**config.mk**
```make
export PLATFORM = sky130hd
export DESIGN_NAME = brick_wall
export DESIGN_NICKNAME = d
export VERILOG_FILES = /design/src/rtl/breakout_pkg.sv /design/src/rtl/brick_cell_locate.sv /design/src/rtl/brick_wall.sv
export SDC_FILE = /design/constraint.sdc
export NUM_CORES = 1
export LEC_CHECK = 0
export BUFFER_PORTS_ARGS = -buffer_cell sky130_fd_sc_hd__buf_2
export CAP_MARGIN = 15
export CORE_UTILIZATION = 30
export DETAILED_ROUTE_END_ITERATION = 10
export REMOVE_ABC_BUFFERS = 1
export SLEW_MARGIN = 30
export SYNTH_ARGS = -nofsm -noshare
export SYNTH_HDL_FRONTEND = slang
export SYNTH_SLANG_ARGS = --single-unit
```
**constraint.sdc**
```tcl
create_clock -name clock -period 5.3 [get_ports clock]
set_clock_uncertainty 0.05 [all_clocks]
set_input_delay 0.265 -clock clock [delete_from_list [all_inputs] [get_ports clock]]
set_output_delay 0.265 -clock clock [all_outputs]
set_load 0.01 [all_outputs]
```
**src/rtl/breakout_pkg.sv**
```systemverilog
// rtl/breakout_pkg.sv - shared Breakout screen, ball and brick wall geometry
package breakout_pkg;

    localparam int SCREEN_W = 640;
    localparam int SCREEN_H = 480;
    localparam int R_BALL   = 8;

    localparam int N_COLS   = 8;
    localparam int N_ROWS   = 4;
    localparam int BRICK_W  = 80;
    localparam int BRICK_H  = 16;
    localparam int WALL_TOP = 48;
    localparam int N_BRICKS = N_COLS * N_ROWS;
    localparam int SCORE_W  = 10;

    typedef enum logic [2:0] {
        IDLE,
        P_UP,
        P_DOWN,
        P_LEFT,
        P_RIGHT
    } probe_state_t;

    // N_COLS is a power of two, so row*N_COLS+col is a plain concatenation
    function automatic logic [4:0] cell_index(input logic [1:0] row, input logic [2:0] col);
        return {row, col};
    endfunction

endpackage

```
**src/rtl/brick_cell_locate.sv**
```systemverilog
// rtl/brick_cell_locate.sv - maps a screen point to its brick cell with constant compares
module brick_cell_locate
    import breakout_pkg::*;
(
    input  logic [9:0] px,
    input  logic [9:0] py,
    output logic       valid,
    output logic [1:0] row,
    output logic [2:0] col
);

    always_comb begin
        col = '0;
        row = '0;
        for (int c = 1; c < N_COLS; c++) begin
            if (px >= 10'(c * BRICK_W)) col = 3'(c);
        end
        for (int r = 1; r < N_ROWS; r++) begin
            if (py >= 10'(WALL_TOP + r * BRICK_H)) row = 2'(r);
        end
        valid = (px < 10'(N_COLS * BRICK_W))
             && (py >= 10'(WALL_TOP))
             && (py < 10'(WALL_TOP + N_ROWS * BRICK_H));
    end

endmodule

```
**src/rtl/brick_wall.sv**
```systemverilog
// rtl/brick_wall.sv - Breakout brick bitmap, ball collision probing and pixel query
module brick_wall
    import breakout_pkg::*;
(
    input  logic               clock,
    input  logic               reset,
    input  logic               start,
    input  logic [9:0]         x_ball,
    input  logic [9:0]         y_ball,
    input  logic               ball_moved,
    input  logic [9:0]         x_pix,
    input  logic [9:0]         y_pix,
    output logic               brick_on,
    output logic [1:0]         brick_row,
    output logic               bounce_x,
    output logic               bounce_y,
    output logic [SCORE_W-1:0] score,
    output logic [5:0]         bricks_left,
    output logic               cleared
);

    probe_state_t          state;
    probe_state_t          miss_next;
    logic [9:0]            xs;
    logic [9:0]            ys;
    logic [N_BRICKS-1:0]   bitmap;
    logic                  pend_x;
    logic                  pend_y;

    logic [10:0]           x_sum;
    logic [10:0]           y_sum;
    logic [9:0]            probe_x;
    logic [9:0]            probe_y;
    logic                  probe_ok;
    logic                  probe_in_wall;
    logic [1:0]            probe_row;
    logic [2:0]            probe_col;
    logic [4:0]            probe_idx;
    logic                  probe_hit;
    logic [2:0]            points;
    logic [SCORE_W:0]      score_sum;
    logic [SCORE_W-1:0]    score_sat;

    logic                  pix_valid;
    logic [1:0]            pix_row;
    logic [2:0]            pix_col;

    assign cleared = (bricks_left == 6'd0);
    assign x_sum   = {1'b0, xs} + 11'(R_BALL);
    assign y_sum   = {1'b0, ys} + 11'(R_BALL);

    // Out-of-range probes are flagged invalid instead of being allowed to wrap
    always_comb begin
        probe_x   = xs;
        probe_y   = ys;
        probe_ok  = 1'b0;
        miss_next = IDLE;
        case (state)
            P_UP: begin
                probe_y   = ys - 10'(R_BALL);
                probe_ok  = (ys >= 10'(R_BALL));
                miss_next = P_DOWN;
            end
            P_DOWN: begin
                probe_y   = y_sum[9:0];
                probe_ok  = (y_sum < 11'(SCREEN_H));
                miss_next = P_LEFT;
            end
            P_LEFT: begin
                probe_x   = xs - 10'(R_BALL);
                probe_ok  = (xs >= 10'(R_BALL));
                miss_next = P_RIGHT;
            end
            P_RIGHT: begin
                probe_x   = x_sum[9:0];
                probe_ok  = (x_sum < 11'(SCREEN_W));
                miss_next = IDLE;
            end
            default: begin
                probe_ok  = 1'b0;
                miss_next = IDLE;
            end
        endcase
    end

    brick_cell_locate u_probe_loc (
        .px    (probe_x),
        .py    (probe_y),
        .valid (probe_in_wall),
        .row   (probe_row),
        .col   (probe_col)
    );

    brick_cell_locate u_pix_loc (
        .px    (x_pix),
        .py    (y_pix),
        .valid (pix_valid),
        .row   (pix_row),
        .col   (pix_col)
    );

    assign probe_idx = cell_index(probe_row, probe_col);
    assign probe_hit = probe_ok && probe_in_wall && bitmap[probe_idx];

    // Top row is worth the most points
    assign points    = 3'(N_ROWS) - {1'b0, probe_row};
    assign score_sum = {1'b0, score} + (SCORE_W + 1)'(points);
    assign score_sat = score_sum[SCORE_W] ? '1 : score_sum[SCORE_W-1:0];

    always_ff @(posedge clock) begin
        if (reset || !start) begin
            state       <= IDLE;
            xs          <= '0;
            ys          <= '0;
            bitmap      <= '1;
            score       <= '0;
            bricks_left <= 6'(N_BRICKS);
            pend_x      <= 1'b0;
            pend_y      <= 1'b0;
            bounce_x    <= 1'b0;
            bounce_y    <= 1'b0;
        end else begin
            bounce_x <= pend_x;
            bounce_y <= pend_y;
            pend_x   <= 1'b0;
            pend_y   <= 1'b0;
            case (state)
                IDLE: begin
                    if (ball_moved && !cleared) begin
                        xs    <= x_ball;
                        ys    <= y_ball;
                        state <= P_UP;
                    end
                end
                P_UP, P_DOWN, P_LEFT, P_RIGHT: begin
                    if (probe_hit) begin
                        bitmap[probe_idx] <= 1'b0;
                        bricks_left       <= bricks_left - 6'd1;
                        score             <= score_sat;
                        pend_y            <= (state == P_UP) || (state == P_DOWN);
                        pend_x            <= (state == P_LEFT) || (state == P_RIGHT);
                        state             <= IDLE;
                    end else begin
                        state <= miss_next;
                    end
                end
                default: state <= IDLE;
            endcase
        end
    end

    always_ff @(posedge clock) begin
        if (reset || !start) begin
            brick_on  <= 1'b0;
            brick_row <= 2'd0;
        end else begin
            brick_on  <= pix_valid && bitmap[cell_index(pix_row, pix_col)];
            brick_row <= pix_valid ? pix_row : 2'd0;
        end
    end

endmodule

```
Yosys cells after proc, flatten, opt, wreduce, memory -nomap -nowiden --
Index checks and enable logic that the tools add are counted.
Storage, ports and cells: input port bits 44, logic and storage cells 117, output and inout port bits 22, bits in registers 78
Operators by class: equality and inequality tests 5, bitwise gates (word level) 5, magnitude comparators 33, $add $sub $neg 7, mux-type cells 34, reduce and logical (&&, ||, !) cells 21
Operator list (count):
- >= comparator 10 x 7 -> 1 bit (second input constant) | 8
- >= comparator 10 x 9 -> 1 bit (second input constant) | 6
- >= comparator 10 x 8 -> 1 bit (second input constant) | 4
- one-hot mux 10 bit (2 select lines) | 2
- AND 32 bit | 1
- inverter 32 bit | 1
- 2-to-1 mux 3 bit | 10
- adder 10 x 4 -> 11 bit (second input constant) | 2
- >= comparator 10 bit (second input constant) | 2
- >= comparator 10 x 4 -> 1 bit (second input constant) | 2
- >= comparator 10 x 6 -> 1 bit (second input constant) | 2
- less-than comparator 10 bit (second input constant) | 2
- less-than comparator 10 x 7 -> 1 bit (second input constant) | 2
- subtractor 10 x 4 -> 10 bit (second input constant) | 2
- 2-to-1 mux 2 bit | 8
- less-than comparator 5 x 6 -> 1 bit (second input constant) | 2
- adder 10 x 3 -> 11 bit | 1
- less-than comparator 11 x 10 -> 1 bit (second input constant) | 1
- less-than comparator 11 x 9 -> 1 bit (second input constant) | 1
- binary-select mux 1 bit (select 5 bit) | 2
- 2-to-1 mux 10 bit | 1
- logical AND 1 bit | 9
- one-hot mux 3 bit (3 select lines) | 1
- 2-to-1 mux 1 bit | 7
- 19 further kinds | 26

Depth between registers and ports, before layout --
depth after elaboration 16, gate-level depth with buffers 17, mapped depth without buffers 16

Modules after synthesis --
From an unflattened synthesis, not the netlist that was laid out.
Unflattened totals: cells, all modules 493, area, all modules 4620.7 µm²
Modules (own cells, without submodules):
- brick_wall | cells an instance 435, seq. area each 1561.5 µm², instances 1, area each 4242.8 µm²
- brick_cell_locate | cells an instance 29, seq. area each 0.0 µm², instances 2, area each 188.9 µm²

Worst setup path after synthesis --
Ideal clock, no wire load.
path kind reg2reg, start register xs[5], end register score[4], stages on the path, launching flop included 16, period minus slack after synthesis 3.755 ns, path buffers 3, required time 5.131 ns, setup time 0.119 ns, setup slack 1.545 ns, arrival 3.587 ns, path through dfxtp_1 > buf_6 > or4b_4 > nor3_4 > nor3_2 > or2_1 > buf_6 > o32a_1 > o21a_2 > o211ai_1 > nand4_1 > or4_1 > and3_1 > buf_6 > and3_1 > o221a_1
On the way: longest elaborated chain between the ends 14, elaborated cells on any way between the ends 28, those cells by class add/sub: 2; order compare: 10; mux: 11; reduce/logical: 5
Ends and longest elaborated chain:
- start, declared | RTL line brick_wall.sv:24 | logic [9:0] xs;
- start signal, assigned | RTL line brick_wall.sv:130 | xs <= x_ball;
- adder 10 x 4 -> 11 bit / subtractor 10 x 4 -> 10 bit (equally long branches) | RTL line brick_wall.sv:49, brick_wall.sv:70
- one-hot mux 10 bit (2 select lines) | RTL line brick_wall.sv:58 | case (state)
- >= comparator 10 x 7 -> 1 bit | RTL line brick_cell_locate.sv:16 | if (px >= 10'(c * BRICK_W)) col = 3'(c);
- 2-to-1 mux 1 bit | RTL line brick_cell_locate.sv:16
- 2-to-1 mux 2 bit (2 in a row) | RTL line brick_cell_locate.sv:16
- 2-to-1 mux 3 bit (4 in a row) | RTL line brick_cell_locate.sv:16
- binary-select mux 1 bit (select 5 bit) | RTL line brick_wall.sv:103 | assign probe_hit = probe_ok && probe_in_wall && bitmap[probe_idx];
- 2-to-1 mux 1 bit (not written as such) | RTL line brick_wall.sv:103
- logical AND 1 bit * | RTL line brick_wall.sv:103
- AND reduction 2 bit (no line) *
- end signal, assigned | RTL line brick_wall.sv:139 | score <= score_sat;
- end, declared | RTL line brick_wall.sv:17 | output logic [SCORE_W-1:0] score,
Every way passes the cells marked *; elsewhere a longest branch is shown, timed or not. The select of a mux whose other input is x is not followed. A chain may end at the register's enable or synchronous reset.

Worst setup path in the final report --
start register state[2], end register bricks_left[4]
On the way: longest elaborated chain between the ends 14, elaborated cells on any way between the ends 38, those cells by class order compare: 13; eq/ne: 4; mux: 15; reduce/logical: 6
Ends and longest elaborated chain:
- start, declared | RTL line brick_wall.sv:22 | probe_state_t state;
- start signal, assigned | RTL line brick_wall.sv:144 | state <= miss_next;
- equality test 3 bit / equality test 3 x 2 -> 1 bit (equally long branches) | RTL line brick_wall.sv:58, brick_wall.sv:127
- one-hot mux 10 bit (2 select lines) | RTL line brick_wall.sv:58
- >= comparator 10 x 7 -> 1 bit | RTL line brick_cell_locate.sv:16
- 2-to-1 mux 1 bit | RTL line brick_cell_locate.sv:16
- 2-to-1 mux 2 bit (2 in a row) | RTL line brick_cell_locate.sv:16
- 2-to-1 mux 3 bit (4 in a row) | RTL line brick_cell_locate.sv:16
- binary-select mux 1 bit (select 5 bit) | RTL line brick_wall.sv:103
- 2-to-1 mux 1 bit (not written as such) | RTL line brick_wall.sv:103
- logical AND 1 bit | RTL line brick_wall.sv:103
- AND reduction 2 bit (no line) *
- end signal, assigned | RTL line brick_wall.sv:117 | bricks_left <= 6'(N_BRICKS);
- end signal, assigned | RTL line brick_wall.sv:138 | bricks_left <= bricks_left - 6'd1;
- end, declared | RTL line brick_wall.sv:18 | output logic [5:0] bricks_left,
Marks and branches as above.

==> out/metrics.yaml <==
post-route-min-period_ps: 4710
core_area_um2: 15400
clockBufferDepth: 2
dieArea_um2: 16400
grt_pass1_wl_um: 20500
syn_area_um2: 4760
initial_core_util_pct: 31.0
cts_tree: "yes"
critPathLaunchType: "flip-flop"
ys_ff_latch: 78
clk_latency_ps: 350
fin_crit_sh_pct: 88.9
crit_path_end: "bricks_left[4]$_SDFFE_PP0P_"
maxCapViolations: 0
reg2reg_depth: 13
ys_types: 77
drtPass1Iterations: 4
layout_common_cells: "dfxtp_1, buf_2, nand2_1"
synth-edff-count: 0
htreeDepth: 3
cts_hold_repair.buffers: 0
cp-end-kind: "flip-flop"
fin_util_pct: 36.0
avgViaCountPerCell: 5.52
powerDensity_nw_per_um2: 267
async_flop_share_pct: 0
tightest_slew_ps: 916
tns_ps: 0
cts_resized: 0
cp.depth: 13
cts_inserted_buffers: 9
synth_cells: 535
syn2layout_area_growth_pct: 16.2
hold_viol_final: 0
cp_max_fo: 41
io_pins: 66
fill_cells: 1559
fmax_mhz: 212
rows: 45
r2r_start: "state[2]$_SDFFE_PP0P_"
slew_headroom_pct: 38.8
crit_slowest_cell: "a2111oi_2"
hold_depth: 3
nets: 636
arrival_ps: 4930
finalPower_w: 0.00148
crit_required_ps: 5520
path_cells: "or3b_1, o22ai_1, xor2_1, nor2_1, a2111oi_2, a221o_1, a221oi_1, a211oi_1, o31a_1, nand3_1, buf_12, or3_1, a21oi_1"
die_x_um: 128
dp_cells: 776
n_antenna_cell: 0
grt_max_degree: 44
die_h_um: 128
grt_pass1_vias: 4043
final-setup-viol-count: 0
clk_pin_slew_ps: 60
status: "finished clean"
crit_type: "reg -> reg"
layout_commonest_cell: "dfxtp_1"
cp_slowest_stage_delay_ps: 710
hpwl_um: 8980
ys.flop_type: "dfxtp_1"
routedWlPerCell_um: 15.8
gp_congestion: 0.875
wl_um: 12500
vias: 4375
drc: 0
regToRegSetupSlack_ps: 590
root_buffer: "clkbuf_16"
hold_path.class: "in -> reg"
grt_use_total_pct: 15.7
cts_sinks: 78
drive_gt1_share_pct: 18.2
holdWs_ps: 97.2
drv_slew: 0
cp_top_family: "compound AO/OA/AOI/OAI gates"
drtAntennaViolNets: 0
crit_buf_inv: 1
overflow: 0
avgSynthCellArea_um2: 8.91
antenna_found_initial: 0
ys_seq_area_share_pct: 32.8
r2r_end: "bricks_left[4]$_SDFFE_PP0P_"
vdd_ir_drop_max_mv: 0.197
drtIter0Drc: 279
yosys_warnings: 0
rsz0062_at_grt: "no"
portBuffers: 57
cp-startpoint: "state[2]$_SDFFE_PP0P_"
p_leak_nw: 2.10
post_cts_buffers: 0
layoutNonFillerInstCount: 792
==> registers in the layout, indices dropped and copies added, names as in the netlist, 2 cells and up <==
register,flops
score,10
bricks_left,6
ys,10
bitmap,32
brick_row,2
state,3
xs,10
==> report_power, final <==
part | switching, W | leakage (nW) | internal, W | total, W
clock network | 0.000251 | 0.163 | 0.000424 | 0.000675
registers | 0.0000121 | 0.631 | 0.000593 | 0.000605
logic | 0.000122 | 1.30 | 0.0000781 | 0.000200
total | 0.000385 | 2.10 | 0.00109 | 0.00148
==> cells in the mapped netlist (10+ instances only) <==
library cell  number  share of area (%)
xnor2_1           10                1.8
inv_1             18                1.4
a21oi_1           29                3.0
nor2_1            40                3.2
mux2i_1           26                5.5
dfxtp_1           78                 33
nor3_1            11                1.2
nand4_1           11                1.4
o32a_1            33                6.9
a211oi_1          11                1.7
clkbuf_1          21                1.7
nand3_1           18                1.9
o21ai_0           18                1.9
ha_1              15                3.9
and3_1            10                1.3
nand2_1           45                3.5
==> per-layer routing <==
metal	part of all wire, %	GRT usage [%]
met5	0	0
met4	1.7	4.57
met3	5.3	4.05
met2	47	24.8
met1	46	21.0
==> cell type report <==
| class | count | area (µm²) | share of cell area, % |
|---|---|---|---|
| timing repair buffer | 65 | 358 | 6.46 |
| sequential | 78 | 1560 | 28.2 |
| inverter | 18 | 67.6 | 1.22 |
| clock buffer | 10 | 239 | 4.32 |
| tap | 211 | 264 | 4.77 |
| clock inverter | 6 | 83.8 | 1.51 |
| multi-input combinational | 404 | 2960 | 53.5 |
==> tightest hold or removal path, cell delays in order <==
cell and delay (ps):
buf_2 70, mux2i_1 50, nor2_1 70
==> metrics by stage <==
stage,setup slack (ps),area [µm²]
6_report,588,5540
5_1_grt,287,5540
4_1_cts,641,5540
3_5_place_dp,650,5210
3_3_place_gp,759,5210
2_1_floorplan,487,4590
==> cells by family after synthesis <==
| kind of cell | synth area share (%) |
|---|---|
| xor+xnor | 3.10 |
| simple gates | 20.9 |
| buf+inv | 5.12 |
| flops | 32.8 |
| fa+ha+maj | 4.57 |
| compound gates | 23.8 |
| mux | 9.72 |
==> how the worst min path moves through the flow <==
stage | from | end | slack, ps
after global placement | pend_y$_SDFF_PP0_ | bounce_y$_SDFF_PP0_ | 370
final | x_ball[8] | xs[8]$_SDFFE_PP0P_ | 100
after CTS | y_ball[5] | ys[5]$_SDFFE_PP0P_ | 90
after detailed placement | pend_y$_SDFF_PP0_ | bounce_y$_SDFF_PP0_ | 380
after floorplan | y_pix[6] | brick_row[0]$_SDFF_PP0_ | 330
after global routing | x_ball[9] | xs[9]$_SDFFE_PP0P_ | 90
Power figures use the tool's default switching activity.
